### src/rtl/song_pkg.sv
// Shared state encoding and default widths for the song sequencer.
// Looping behaviour is selected in the top with macro SONG_LOOP_EN.
package song_pkg;

    localparam int DEF_NOTE_W = 6;
    localparam int DEF_DUR_W  = 6;
    localparam int DEF_IDX_W  = 5;
    localparam int DEF_SONG_W = 2;

    typedef enum logic [2:0] {
        IDLE      = 3'd0,
        FETCH     = 3'd1,
        LOAD      = 3'd2,
        WAIT_NOTE = 3'd3,
        DONE      = 3'd4
    } state_t;

endpackage

### src/rtl/song_rom.sv
// Synchronous song ROM: address {song, index}, data {note, duration}.
// Duration 0 marks the end of a song.
module song_rom
    import song_pkg::*;
#(
    parameter int NOTE_W = DEF_NOTE_W,
    parameter int DUR_W  = DEF_DUR_W,
    parameter int IDX_W  = DEF_IDX_W,
    parameter int SONG_W = DEF_SONG_W
) (
    input  logic                      clk,
    input  logic                      reset,
    input  logic [SONG_W+IDX_W-1:0]   addr,
    output logic [NOTE_W+DUR_W-1:0]   data
);

    localparam int ADDR_W = SONG_W + IDX_W;

    function automatic logic [NOTE_W+DUR_W-1:0] entry(
        input logic [SONG_W-1:0] s,
        input logic [IDX_W-1:0]  i
    );
        int n;
        int d;
        int ii;
        ii = int'(i);
        n  = 0;
        d  = 0;
        case (int'(s))
            0: if (ii < 4) begin
                n = 12 + 2 * ii;
                d = 6 + ii;
            end
            1: if (ii < 2) begin
                n = 20 + ii;
                d = 3;
            end
            2: if (ii < 8) begin
                n = 30 + ii;
                d = 5;
            end
            default: begin
                n = ii + 1;
                d = (ii % 8) + 1;
            end
        endcase
        return {NOTE_W'(n), DUR_W'(d)};
    endfunction

    always_ff @(posedge clk or negedge reset) begin
        if (!reset) begin
            data <= '0;
        end else begin
            data <= entry(addr[ADDR_W-1 -: SONG_W], addr[IDX_W-1:0]);
        end
    end

endmodule

### src/rtl/song_sequencer.sv
// Steps through a ROM song and hands notes to the note player.
// Define SONG_LOOP_EN to restart the song instead of stopping at its end.
module song_sequencer
    import song_pkg::*;
#(
    parameter int NOTE_W = DEF_NOTE_W,
    parameter int DUR_W  = DEF_DUR_W,
    parameter int IDX_W  = DEF_IDX_W,
    parameter int SONG_W = DEF_SONG_W
) (
    input  logic              clk,
    input  logic              reset,
    input  logic              play,
    input  logic [SONG_W-1:0] song,
    input  logic              note_done,
    output logic              play_enable,
    output logic [NOTE_W-1:0] note_to_load,
    output logic [DUR_W-1:0]  duration_to_load,
    output logic              load_new_note,
    output logic              song_done
);

    localparam logic [IDX_W-1:0] LAST_IDX = '1;

    state_t state;
    state_t state_next;

    logic [IDX_W-1:0]        index;
    logic [IDX_W-1:0]        index_next;
    logic [SONG_W-1:0]       last_song;
    logic                    song_changed;
    logic                    load_fire;
    logic [NOTE_W+DUR_W-1:0] rom_data;
    logic [NOTE_W-1:0]       rom_note;
    logic [DUR_W-1:0]        rom_dur;

    assign {rom_note, rom_dur} = rom_data;
    assign song_changed = (song != last_song);

    song_rom #(
        .NOTE_W (NOTE_W),
        .DUR_W  (DUR_W),
        .IDX_W  (IDX_W),
        .SONG_W (SONG_W)
    ) u_rom (
        .clk   (clk),
        .reset (reset),
        .addr  ({song, index}),
        .data  (rom_data)
    );

    always_ff @(posedge clk or negedge reset) begin
        if (!reset) begin
            state <= IDLE;
        end else begin
            state <= state_next;
        end
    end

    always_comb begin
        state_next = state;
        index_next = index;
        load_fire  = 1'b0;
        unique case (state)
            IDLE: begin
                index_next = '0;
                if (play) begin
                    state_next = FETCH;
                end
            end
            FETCH: begin
                if (song_changed) begin
                    index_next = '0;
                    state_next = FETCH;
                end else begin
                    state_next = LOAD;
                end
            end
            LOAD: begin
                if (song_changed) begin
                    index_next = '0;
                    state_next = FETCH;
                end else if (rom_dur == '0) begin
                    index_next = '0;
                    state_next = DONE;
                end else begin
                    load_fire  = 1'b1;
                    state_next = WAIT_NOTE;
                end
            end
            WAIT_NOTE: begin
                if (song_changed) begin
                    index_next = '0;
                    state_next = FETCH;
                end else if (note_done && play) begin
                    // the last slot ends the song rather than wrapping
                    if (index == LAST_IDX) begin
                        index_next = '0;
                        state_next = DONE;
                    end else begin
                        index_next = index + IDX_W'(1);
                        state_next = FETCH;
                    end
                end
            end
            DONE: begin
                index_next = '0;
`ifdef SONG_LOOP_EN
                state_next = FETCH;
`else
                if (!play || song_changed) begin
                    state_next = IDLE;
                end
`endif
            end
            default: begin
                index_next = '0;
                state_next = IDLE;
            end
        endcase
    end

    always_comb begin
        play_enable = (state == WAIT_NOTE) && play;
        song_done   = (state == DONE);
    end

    always_ff @(posedge clk or negedge reset) begin
        if (!reset) begin
            index            <= '0;
            last_song        <= '0;
            note_to_load     <= '0;
            duration_to_load <= '0;
            load_new_note    <= 1'b0;
        end else begin
            index         <= index_next;
            last_song     <= song;
            load_new_note <= load_fire;
            if (load_fire) begin
                note_to_load     <= rom_note;
                duration_to_load <= rom_dur;
            end
        end
    end

endmodule

### config.mk
export PLATFORM = sky130hd
export DESIGN_NAME = song_sequencer
export DESIGN_NICKNAME = d
export VERILOG_FILES = /design/src/rtl/song_pkg.sv /design/src/rtl/song_rom.sv /design/src/rtl/song_sequencer.sv
export SDC_FILE = /design/constraint.sdc
export NUM_CORES = 1
export LEC_CHECK = 0
export CORE_AREA = 2 2 70 65
export CTS_CLUSTER_DIAMETER = 100
export DETAILED_ROUTE_END_ITERATION = 8
export DIE_AREA = 0 0 72 67
export PLACE_DENSITY_LB_ADDON = 0.25
export SETUP_SLACK_MARGIN = 0.2
export SLEW_MARGIN = 15
export SYNTH_ARGS = -nofsm -noshare
export SYNTH_HDL_FRONTEND = slang
export SYNTH_SLANG_ARGS = --single-unit
### constraint.sdc
create_clock -name clk -period 2.2 [get_ports clk]
set_clock_uncertainty 0.2 [all_clocks]
set_input_delay 0.66 -clock clk [delete_from_list [all_inputs] [get_ports clk]]
set_output_delay 0.66 -clock clk [all_outputs]
set_load 0.01 [all_outputs]
# After elaboration in Yosys (flattened, before gate mapping)
# Index checks and enable logic that the tools add are counted.
# op_classes
n_addsub,7
n_lt_le_gt_ge,3
eq_ne,13
muxes,27
reduce_logical,9
# ops
operator,n
$pmux W6 S3,2
$mux W5,6
$mux W3,8
$mux W6,4
$pmux W3 S5,1
$pmux W5 S3,1
$add A5 B5 Y6 const A,2
$add A3 B5 Y6 const A,1
$add A4 B6 Y6 const A,1
$add A5 B1 Y6 const B,1
$eq A3 B2 Y1 const B,2
$logic_not A6 Y1,1
$ne A3 B3 Y1 const B,2
$reduce_and A3 Y1,2
$add A5 B1 Y5 const B,1
$eq A5 B5 Y1 const B,1
$lt A5 B2 Y1 const B,1
$lt A5 B3 Y1 const B,1
$lt A5 B4 Y1 const B,1
$add A3 B1 Y4 const B,1
$mux W2,2
$ne A2 B2 Y1 const B,2
$eq A3 B1 Y1 const B,1
$eq A3 B3 Y1 const B,1
other kinds (10),13
# word_totals
regBits,35
in_bits,6
out_inout_bits,15
wordCells,66

# Depth between registers and ports, before layout
# Gate-level depths: netlist of the first run.
# depth
word_depth,5
mapped_depth,7
depth_no_buf,7

# By module
# A second synthesis of the first run with hierarchy kept.
# unflattened
hier_cells,175
area_unflattened_um2,1886.8
# by_module_without_submodules
module,instances,cells_each,area_each_um2,seq_area_each_um2
song_sequencer,1,91,1107.3,575.6
song_rom,1,84,779.5,300.3

# Worst setup path before layout of the first run
# OpenSTA, ideal clock, no wires.
# synth_path
path_type,input to register
from,in song[0]
to,reg duration_to_load[2]
setup_time_ns,0.125
arrival_time_ns,1.692
t_required_ns,1.875
path_slack_ns,0.183
stages,6
n_path_buf,2
path_cell_list,buf_6 xnor2_4 nand3b_1 nand2b_4 buf_6 mux2_4
# synth_between
elab_chain_len,3
# synth_rtl
element,line_no,rtl
"start, declared",song_sequencer.sv:14,"input logic [SONG_W-1:0] song,"
$ne A2 B2 Y1,song_sequencer.sv:38,assign song_changed = (song != last_song);
$mux W1,song_sequencer.sv:80,if (song_changed) begin
$mux W1,song_sequencer.sv:64,unique case (state)
"end signal, assigned",song_sequencer.sv:141,duration_to_load <= rom_dur;
"end, declared",song_sequencer.sv:18,"output logic [DUR_W-1:0] duration_to_load,"
# Every way passes these cells.
# A chain may end at the register's enable or synchronous reset.

# Final worst setup path of the first run
# layout_path
from,reg state[0]
to,out song_done
# layout_between
elab_chain_len,1
# layout_rtl
element,line_no,rtl
"start, declared",song_sequencer.sv:25,state_t state;
"start signal, assigned",song_sequencer.sv:56,state <= state_next;
$eq A3 B3 Y1,song_sequencer.sv:125,song_done = (state == DONE);
"end, declared",song_sequencer.sv:20,output logic song_done
# Every way passes these cells.

==> flow_summary_export.csv, run 1 <==
group,metric,value,unit
run_status,outcome,"complete, no violations",
global_route,grt_usage,0.194,
floorplanning,fp.dieArea,4820,um^2
worst_setup_path,r2r_end,"index[2]",
routing,vias,1433,
sta,tns,0,ns
sta,fmax,507,MHz
routing,vias_per_cell,5.51,
yosys,async_flop_share,1.00,
routing,drt_iter0_markers,112,
worst_setup_path,crit_path_end_kind,"output pin",
clock_network,ctsHoldBuffers,0,
yosys,synth_edf_count,0,
power_and_ir_drop,vdd_ir_drop_max,0.330,mV
sta,fin_ws,0.227,ns
power_and_ir_drop,seq_power_share,0.433,
power_and_ir_drop,p_switching,482,uW
worst_setup_path,path_max_fanout,3,
yosys,synth_fp_nets,173,
worst_setup_path,reg2regPathDepth,5,
clock_network,clkTransAtPathRegs,0.07,ns
final_layout,final_cells,260,
yosys,synth_cells,159,
final_layout,fin_area,2400,um^2
power_and_ir_drop,p_int,1.32,mW
clock_network,clockBufferDepth,2,
yosys,yosysWarnings,0,
final_layout,drive_gt1_frac,0.373,
sta,finalSetupViolCount,0,
worst_setup_path,start_kind,"register",
global_route,antenna_found_initial,0,
floorplanning,initial_core_util,0.448,
place,placedCellCount,244,
yosys,netlist_area,1810,um^2
sta,hold_viol,0,
clock_network,cts.htree.levels,2,
yosys,yosys.area.top_type_share,0.483,
hold_path,min_to,"note_to_load[5]",
clock_network,numCtsBuffers,5,
place,place_area,2210,um^2
worst_setup_path,crit_required,1.34,ns
final_layout,utilization,0.592,
floorplanning,row_count,22,
sta,slew_viol_final,0,
floorplanning,core_region_area,4050,um^2
routing,drt_first_pass_iters,4,
routing,wl_per_cell,16.3,um
worst_setup_path,ff2ff_setup_slack,0.28,ns
place,gp_congestion,0.940,
final_layout,mostFrequentLayoutCell,"dfrtp_1",
floorplanning,io_pins,21,
clock_network,insertion_delay,0.29,ns
yosys,syn_avg_cell_area,11.4,um^2
global_route,gr-total-overflow,0,
power_and_ir_drop,clkPwrFrac,0.318,
sta,hold_ws,0.278,ns
clock_network,cts_tree,"built",
global_route,grt_pass1_vias,1428,
worst_setup_path,r2r-start,"index[2]",
hold_path,hold_class,"reg2reg",
power_and_ir_drop,leakagePower,1.18,nW
place,dp_hpwl,2860,um
global_route,grt_max_degree,36,
worst_setup_path,path_class,"reg2out",
clock_network,cts_root_buf,"clkbuf_8",
hold_path,hold_start,"u_rom.data[11]",
yosys,yosysTopAreaCell,"dfrtp_1",
place,io_buffer_count,20,
floorplanning,dieWidth,72,um
yosys,ys.flop_type,"dfrtp_1",
clock_network,cts.sinks,35,
yosys,synth_cell_types,48,
final_layout,fillers,333,
sta,period_share,0.897,
yosys,ys_seq_area_frac,0.483,
job,maxCapViolations,0,
sta,rsz0062_at_grt,"yes",
power_and_ir_drop,p_sw_frac,0.268,
final_layout,final_nets,225,
hold_path,whs_path_depth,1,
power_and_ir_drop,total_power,1.80,mW
routing,totalWireLength,4230,um
worst_setup_path,crit_arrival,1.11,ns
power_and_ir_drop,p_per_area,752,nW/um^2
routing,post-route-drc-count,0,
final_layout,layout.cells.most_common_list,"dfrtp_1, buf_4, dlygate4sd2_1, nand2_1, a21oi_1",
floorplanning,fp.dieH,67,um
final_layout,antenna_cells,0,
yosys,synth_area_leaders,"dfrtp_1, mux2_4, ha_1, mux2_2, a21oi_1",
final_layout,area_growth,32.2,%
sta,fin_crit,1.97,ns
global_route,grt_pass1_wl,6980,um
yosys,ys_ff_latch,35,
place,dp_slack,-0.555,ns
power_and_ir_drop,pwr-share-comb,0.248,
routing,ant_nets,0,
## worst max path at each step
| stage | start | endpoint | slack, ns | cells past startpoint |
|---|---|---|---|---|
| floorplan | song[0] | duration_to_load[2] | 0.21 | 6 |
| finish | state[0] | song_done | 0.23 | 3 |
| global route | state[0] | play_enable | 0.17 | 3 |
| detailed placement | play | play_enable | -0.55 | 3 |
| global placement | play | play_enable | -0.52 | 3 |
| CTS | play | play_enable | 0.15 | 3 |
## cell usage after synthesis (all sizes together), types with 5 or more instances
| library cell | count |
|---|---|
| nor2 | 10 |
| dfrtp | 35 |
| inv | 6 |
| o22ai | 5 |
| mux2 | 14 |
| nand2 | 13 |
| buf | 5 |
| nand3 | 5 |
| ha | 8 |
| a21oi | 12 |
## registers in the layout, summed over array words and instances (netlist names)
signal / flops
index: 5
u_rom.data: 12
load_new_note: 1
last_song: 2
note_to_load: 6
duration_to_load: 6
state: 3
## critical path, stage by stage (launching register included)
cell and delay [ns]:
dfrtp_1 0.42, nor2_2 0.14, and2_4 0.15, buf_2 0.12
## metal layers
metal	GRT usage	routed length (um)	vias up
met4	0.0755	68	0
met1	0.231	1790	694
li1	-	-	677
met3	0.0620	277	7
met2	0.328	2100	55
met5	0	0	-
## power by group through the flow
| stage | clock network (mW) | logic [mW] | registers [mW] |
|---|---|---|---|
| 2_1_floorplan | 0 | 0.205 | 0.815 |
| 3_3_place_gp | 0 | 0.441 | 0.788 |
| 3_5_place_dp | 0 | 0.452 | 0.795 |
| 4_1_cts | 0.588 | 0.426 | 0.779 |
| 5_1_grt | 0.615 | 0.482 | 0.793 |
| 6_report | 0.574 | 0.447 | 0.781 |
## area by class of cell
cell class	instances	area, um^2	area share
repair buffers	51	390	0.163
flip-flops and latches	35	876	0.366
inverters	6	22.5	0.00940
clock buffers	5	68.8	0.0287
multi-input cells	112	935	0.390
well taps	48	60.1	0.0251
clock inverters	3	43.8	0.0183
## timing repair
| action | in CTS | in global routing |
|---|---|---|
| setup buffers | 5 | 2 |
| endpoints found under the setup margin | 42 | 13 |
| gates resized for setup | 28 | 16 |
| cloned | 1 | 0 |
| pin swaps | 5 | 7 |
## cells by family (layout without fill, tap and decap cells)
kind of cell	count (synthesis)	after routing	share of synthesized area
fa+ha+maj	8	8	0.0552
xor+xnor	4	4	0.0338
compound gates	37	37	0.138
other cells	1	1	0.00207
mux	14	14	0.106
buf+inv	13	65	0.0373
simple gates	47	48	0.145
flops	35	35	0.483
No activity file was read; power rests on OpenSTA's default activity.
==> inputs of run 2 (changes only) <==
Settings changed: PLACE_DENSITY set to 0.77, PLACE_DENSITY_LB_ADDON 0.25 to not set.
==> run 2 against run 1 <==
Against the previous run:
- combinational power decreased by 4%
- global-route usage down 1.2 points
- routed wire length decreased by 5.9%
- non-clock buffer count unchanged
- largest power group unchanged
- register-to-register slack about the same
==> flow_summary_export.csv, run 2 (same netlist as run 1, synthesis figures left out) <==
group,metric,value,unit
final_layout,area_growth,33.0,%
final_layout,final_nets,225,
global_route,top_usage_layer,"met2",
floorplanning,io_pins,21,
place,dp_hpwl,2700,um
global_route,grt_max_degree,36,
clock_network,cts_tree,"built",
routing,wl_per_cell,15.3,um
routing,vias_per_cell,5.47,
power_and_ir_drop,vdd_ir_drop_max,0.267,mV
place,io_buffer_count,20,
final_layout,fillers,314,
clock_network,clkTransAtPathRegs,0.07,ns
worst_setup_path,r2r_end,"index[2]",
global_route,met3_usage,0.0560,
clock_network,numCtsBuffers,5,
routing,ant_nets,0,
job,maxCapViolations,0,
routing,post-route-drc-count,0,
sta,fmax,506,MHz
clock_network,cts.htree.levels,2,
final_layout,seq_area,876,um^2
sta,fin_crit,1.98,ns
hold_path,whs_path_depth,1,
sta,hold_ws,0.276,ns
floorplanning,fp.dieArea,4820,um^2
routing,totalWireLength,3990,um
global_route,grt_pass1_vias,1415,
clock_network,cts.sinks,35,
power_and_ir_drop,leakagePower,1.21,nW
sta,finalSetupViolCount,0,
floorplanning,fp.dieH,67,um
worst_setup_path,crit_arrival,1.12,ns
worst_setup_path,path_max_fanout,3,
floorplanning,dieWidth,72,um
global_route,grt_pass1_wl,6600,um
global_route,grt_util_met1,0.222,
final_layout,mostFrequentLayoutCell,"dfrtp_1",
hold_path,min_to,"note_to_load[4]",
sta,slew_viol_final,0,
place,gp_congestion,0.907,
sta,period_share,0.898,
global_route,met2_usage,0.295,
floorplanning,core_region_area,4050,um^2
worst_setup_path,reg2regPathDepth,5,
final_layout,multi_input_area,913,um^2
worst_setup_path,crit_path_end_kind,"output pin",
sta,hold_viol,0,
clock_network,insertion_delay,0.28,ns
final_layout,largest_register_ffs,12,
floorplanning,row_count,22,
clock_network,clockBufferDepth,2,
floorplanning,initial_core_util,0.448,
global_route,grt_usage,0.182,
routing,drt_iter0_markers,96,
final_layout,largestRegisters,"u_rom.data: 12 flops, duration_to_load: 6 flops, note_to_load: 6 flops",
clock_network,cts_root_buf,"clkbuf_8",
final_layout,layout.cells.most_common_list,"dfrtp_1, buf_4, dlygate4sd2_1, nand2_1, a21oi_1",
final_layout,antenna_cells,0,
worst_setup_path,path_class,"reg2out",
worst_setup_path,crit_required,1.34,ns
routing,drt_first_pass_iters,4,
final_layout,drive_gt1_frac,0.335,
worst_setup_path,r2r-start,"index[0]",
sta,rsz0062_at_grt,"yes",
final_layout,largest-register,"u_rom.data",
global_route,antenna_found_initial,0,
run_status,outcome,"complete, no violations",
hold_path,hold_class,"reg2reg",
worst_setup_path,start_kind,"register",
routing,vias,1423,
power_and_ir_drop,p_per_area,745,nW/um^2
power_and_ir_drop,total_power,1.80,mW
hold_path,hold_start,"u_rom.data[10]",
global_route,gr-total-overflow,0,
worst_setup_path,ff2ff_setup_slack,0.27,ns
run 2: worst max path at each step:
stage,start,to,slack (ns)
4_1_cts,play,play_enable,0.14
2_1_floorplan,song[0],duration_to_load[2],0.21
5_1_grt,index[2],u_rom.data[6],0.17
3_3_place_gp,play,play_enable,-0.51
6_report,state[1],play_enable,0.22
3_5_place_dp,play,play_enable,-0.61
run 2: layout make-up:
type | count | area share
inverters | 6 | 0.00934
clock inverters | 2 | 0.0145
multi-input cells | 112 | 0.379
repair buffers | 51 | 0.175
well taps | 48 | 0.0249
flip-flops and latches | 35 | 0.363
clock buffers | 6 | 0.0343
run 2: what timing repair did:
item / in CTS / in global routing
resized for setup: 29 / 9
endpoints found under the setup margin: 42 / 9
pin swaps: 3 / 3
buffers inserted: 1 / 1
hold buffers: 0 / 0
gates cloned: 1 / 0
run 2: power breakdown:
part / switching (mW) / internal [mW]
combinational: 0.185 / 0.245
sequential: 0.0457 / 0.732
clock: 0.222 / 0.366
total: 0.452 / 1.34
run 2: routing by layer:
metal,vias to the layer above,part of all wire
met5,-,0
met4,0,0.0078
met3,4,0.048
met2,36,0.50
met1,703,0.44
li1,680,-
run 2: critical path, stage by stage, from the launching register on:
cell and delay, ns:
dfrtp_1 0.39, nand2_2 0.10, nor3b_2 0.19, buf_2 0.16
run 2: stage by stage:
stage / area (um^2) / setup TNS, ns / cells / util / setup slack [ns]
floorplan: 1820 / 0 / 159 / - / 0.207
global placement: 2260 / -6.56 / 249 / 0.558 / -0.513
detailed placement: 2260 / -6.87 / 249 / 0.558 / -0.609
CTS: 2380 / 0 / 259 / 0.588 / 0.143
global route: 2410 / 0 / 260 / 0.596 / 0.173
finish: 2410 / 0 / 260 / 0.596 / 0.224
==> inputs of run 3 (changes only) <==
Settings changed: CTS_BUF_LIST set to sky130_fd_sc_hd__clkbuf_2, CTS_CLUSTER_DIAMETER 100 to not set.
==> run 3 against run 2 <==
Against the previous run:
- combinational power is 23% higher
- critical path depth stayed put
- flip-flop and latch count stayed put
- register-to-register slack worse by 0.03 ns
- via count is 5.6% higher
- non-clock buffer count is 13 higher
- global-route usage is 1.2 points higher
- final cell count is 5.0% higher
- critical path type unchanged
- highest routed layer unchanged
==> flow_summary_export.csv, run 3 (same netlist as run 1, synthesis figures left out) <==
group,metric,value,unit
floorplanning,fp.dieArea,4820,um^2
floorplanning,fp.dieH,67,um
power_and_ir_drop,leakagePower,1.23,nW
final_layout,largestRegisters,"u_rom.data: 12 flops, duration_to_load: 6 flops, note_to_load: 6 flops",
floorplanning,row_count,22,
worst_setup_path,critPathBufInv,1,
clock_network,clockBufferDepth,2,
power_and_ir_drop,total_power,1.71,mW
worst_setup_path,crit_required,1.34,ns
global_route,grt_pass1_vias,1465,
power_and_ir_drop,p_sw_frac,0.279,
place,dp_hpwl,2700,um
worst_setup_path,path_max_fanout,2,
routing,vias_per_cell,5.51,
hold_path,hold_class,"reg2reg",
routing,vias,1503,
sta,rsz0062_at_grt,"yes",
final_layout,antenna_cells,0,
sta,finalSetupViolCount,0,
worst_setup_path,r2r_end,"note_to_load[2]",
final_layout,largest_register_ffs,12,
power_and_ir_drop,p_per_area,682,nW/um^2
floorplanning,io_pins,21,
final_layout,layout.cells.most_common_list,"buf_4, dfrtp_1, clkdlybuf4s15_1, nand2_1, a21oi_1",
hold_path,min_to,"note_to_load[4]",
sta,hold_viol,0,
worst_setup_path,critPathLaunch,"state[1]",
worst_setup_path,crit_family,"flip-flops",
routing,wl_per_cell,15.6,um
power_and_ir_drop,vdd_ir_drop_max,0.287,mV
clock_network,numCtsBuffers,5,
power_and_ir_drop,p_int,1.24,mW
sta,hold_ws,0.298,ns
job,maxCapViolations,0,
sta,fin_ws,0.0000705,ns
hold_path,whs_path_depth,1,
place,gp_congestion,0.907,
place,placedCellCount,249,
worst_setup_path,crit_path_end_kind,"output pin",
power_and_ir_drop,clkPwrFrac,0.236,
hold_path,hold_start,"u_rom.data[10]",
final_layout,final_nets,238,
global_route,antenna_found_initial,0,
routing,drt_iter0_markers,180,
clock_network,clkTransAtPathRegs,0.17,ns
floorplanning,dieWidth,72,um
floorplanning,core_region_area,4050,um^2
routing,totalWireLength,4270,um
power_and_ir_drop,pwr-share-comb,0.310,
worst_setup_path,crit_arrival,1.34,ns
clock_network,cts.sinks,35,
worst_setup_path,ff2ff_setup_slack,0.24,ns
sta,fmax,455,MHz
sta,slew_viol_final,0,
final_layout,area_growth,38.6,%
worst_setup_path,reg2regPathDepth,6,
global_route,grt_usage,0.195,
clock_network,cts.htree.levels,2,
power_and_ir_drop,p_switching,477,uW
worst_setup_path,r2r-start,"state[0]",
routing,drt_first_pass_iters,4,
final_layout,mostFrequentLayoutCell,"buf_4",
global_route,grt_pass1_wl,6910,um
global_route,gr-total-overflow,0,
routing,post-route-drc-count,0,
worst_setup_path,max_stage_delay,0.44,ns
routing,ant_nets,0,
worst_setup_path,crit_path_cell_trace,"nor2_1 -> and2_1 -> buf_2",
clock_network,cts_tree,"built",
floorplanning,initial_core_util,0.448,
final_layout,largest-register,"u_rom.data",
clock_network,cts_root_buf,"clkbuf_2",
clock_network,insertion_delay,0.40,ns
run_status,outcome,"complete, no violations",
worst_setup_path,start_kind,"register",
worst_setup_path,cpMaxStageDelayCell,"dfrtp_1",
sta,period_share,1.00,
clock_network,ctsHoldBuffers,0,
global_route,grt_max_degree,36,
final_layout,final_cells,273,
final_layout,drive_gt1_frac,0.373,
sta,tns,0,ns
power_and_ir_drop,seq_power_share,0.454,
sta,fin_crit,2.20,ns
place,dp_slack,-0.609,ns
worst_setup_path,path_class,"reg2out",
place,io_buffer_count,20,
## run 3: cell types whose count changed in the layout (fill, tap and decap cells not counted), moves of 4 or more
cell	before	now
buf_4	28	40
clkbuf_2	1	5
dlygate4sd2_1	15	3
clkbuf_8	6	0
clkdlybuf4s15_1	0	12
## run 3: how the worst max path moves through the flow
stage,end,cells past startpoint,slack [ns]
final,song_done,3,0.00007
after global routing,song_done,3,-0.08
after CTS,play_enable,4,0.02
after detailed placement,play_enable,3,-0.61
after global placement,play_enable,3,-0.51
after floorplan,duration_to_load[2],6,0.21
## run 3: final cells by class
class | count | area [um^2]
multi-input combinational | 112 | 948
clock inverter | 3 | 38.8
fill | 311 | 1530
tap | 48 | 60.1
inverter | 6 | 22.5
sequential | 35 | 876
clock buffer | 5 | 25.0
timing repair buffer | 64 | 543
## run 3: power by group through the flow
stage | logic [mW] | registers (mW) | clock network [mW]
floorplan | 0.205 | 0.815 | 0
global placement | 0.453 | 0.788 | 0
finish | 0.531 | 0.779 | 0.404
CTS | 0.482 | 0.771 | 0.408
global route | 0.571 | 0.790 | 0.445
detailed placement | 0.460 | 0.790 | 0
## run 3: per-layer routing
layer  share of wire  vias up  GRT usage
met1            0.43      726      0.233
met2            0.50       50      0.311
met3           0.051       20     0.0666
li1                -      707          -
met4           0.025        0     0.0991
met5               0        -          0
## run 3: per-stage QoR
step / cell area (um^2) / utilization
global route: 2510 / 0.621
global placement: 2260 / 0.558
floorplan: 1820 / -
CTS: 2400 / 0.594
finish: 2510 / 0.621
detailed placement: 2260 / 0.558
## run 3: repair_timing
action / in CTS / in global routing
setup endpoints to repair: 30 / 33
pin swaps: 3 / 5
gates resized for setup: 29 / 24
setup buffers: 11 / 4
cloned: 1 / 0
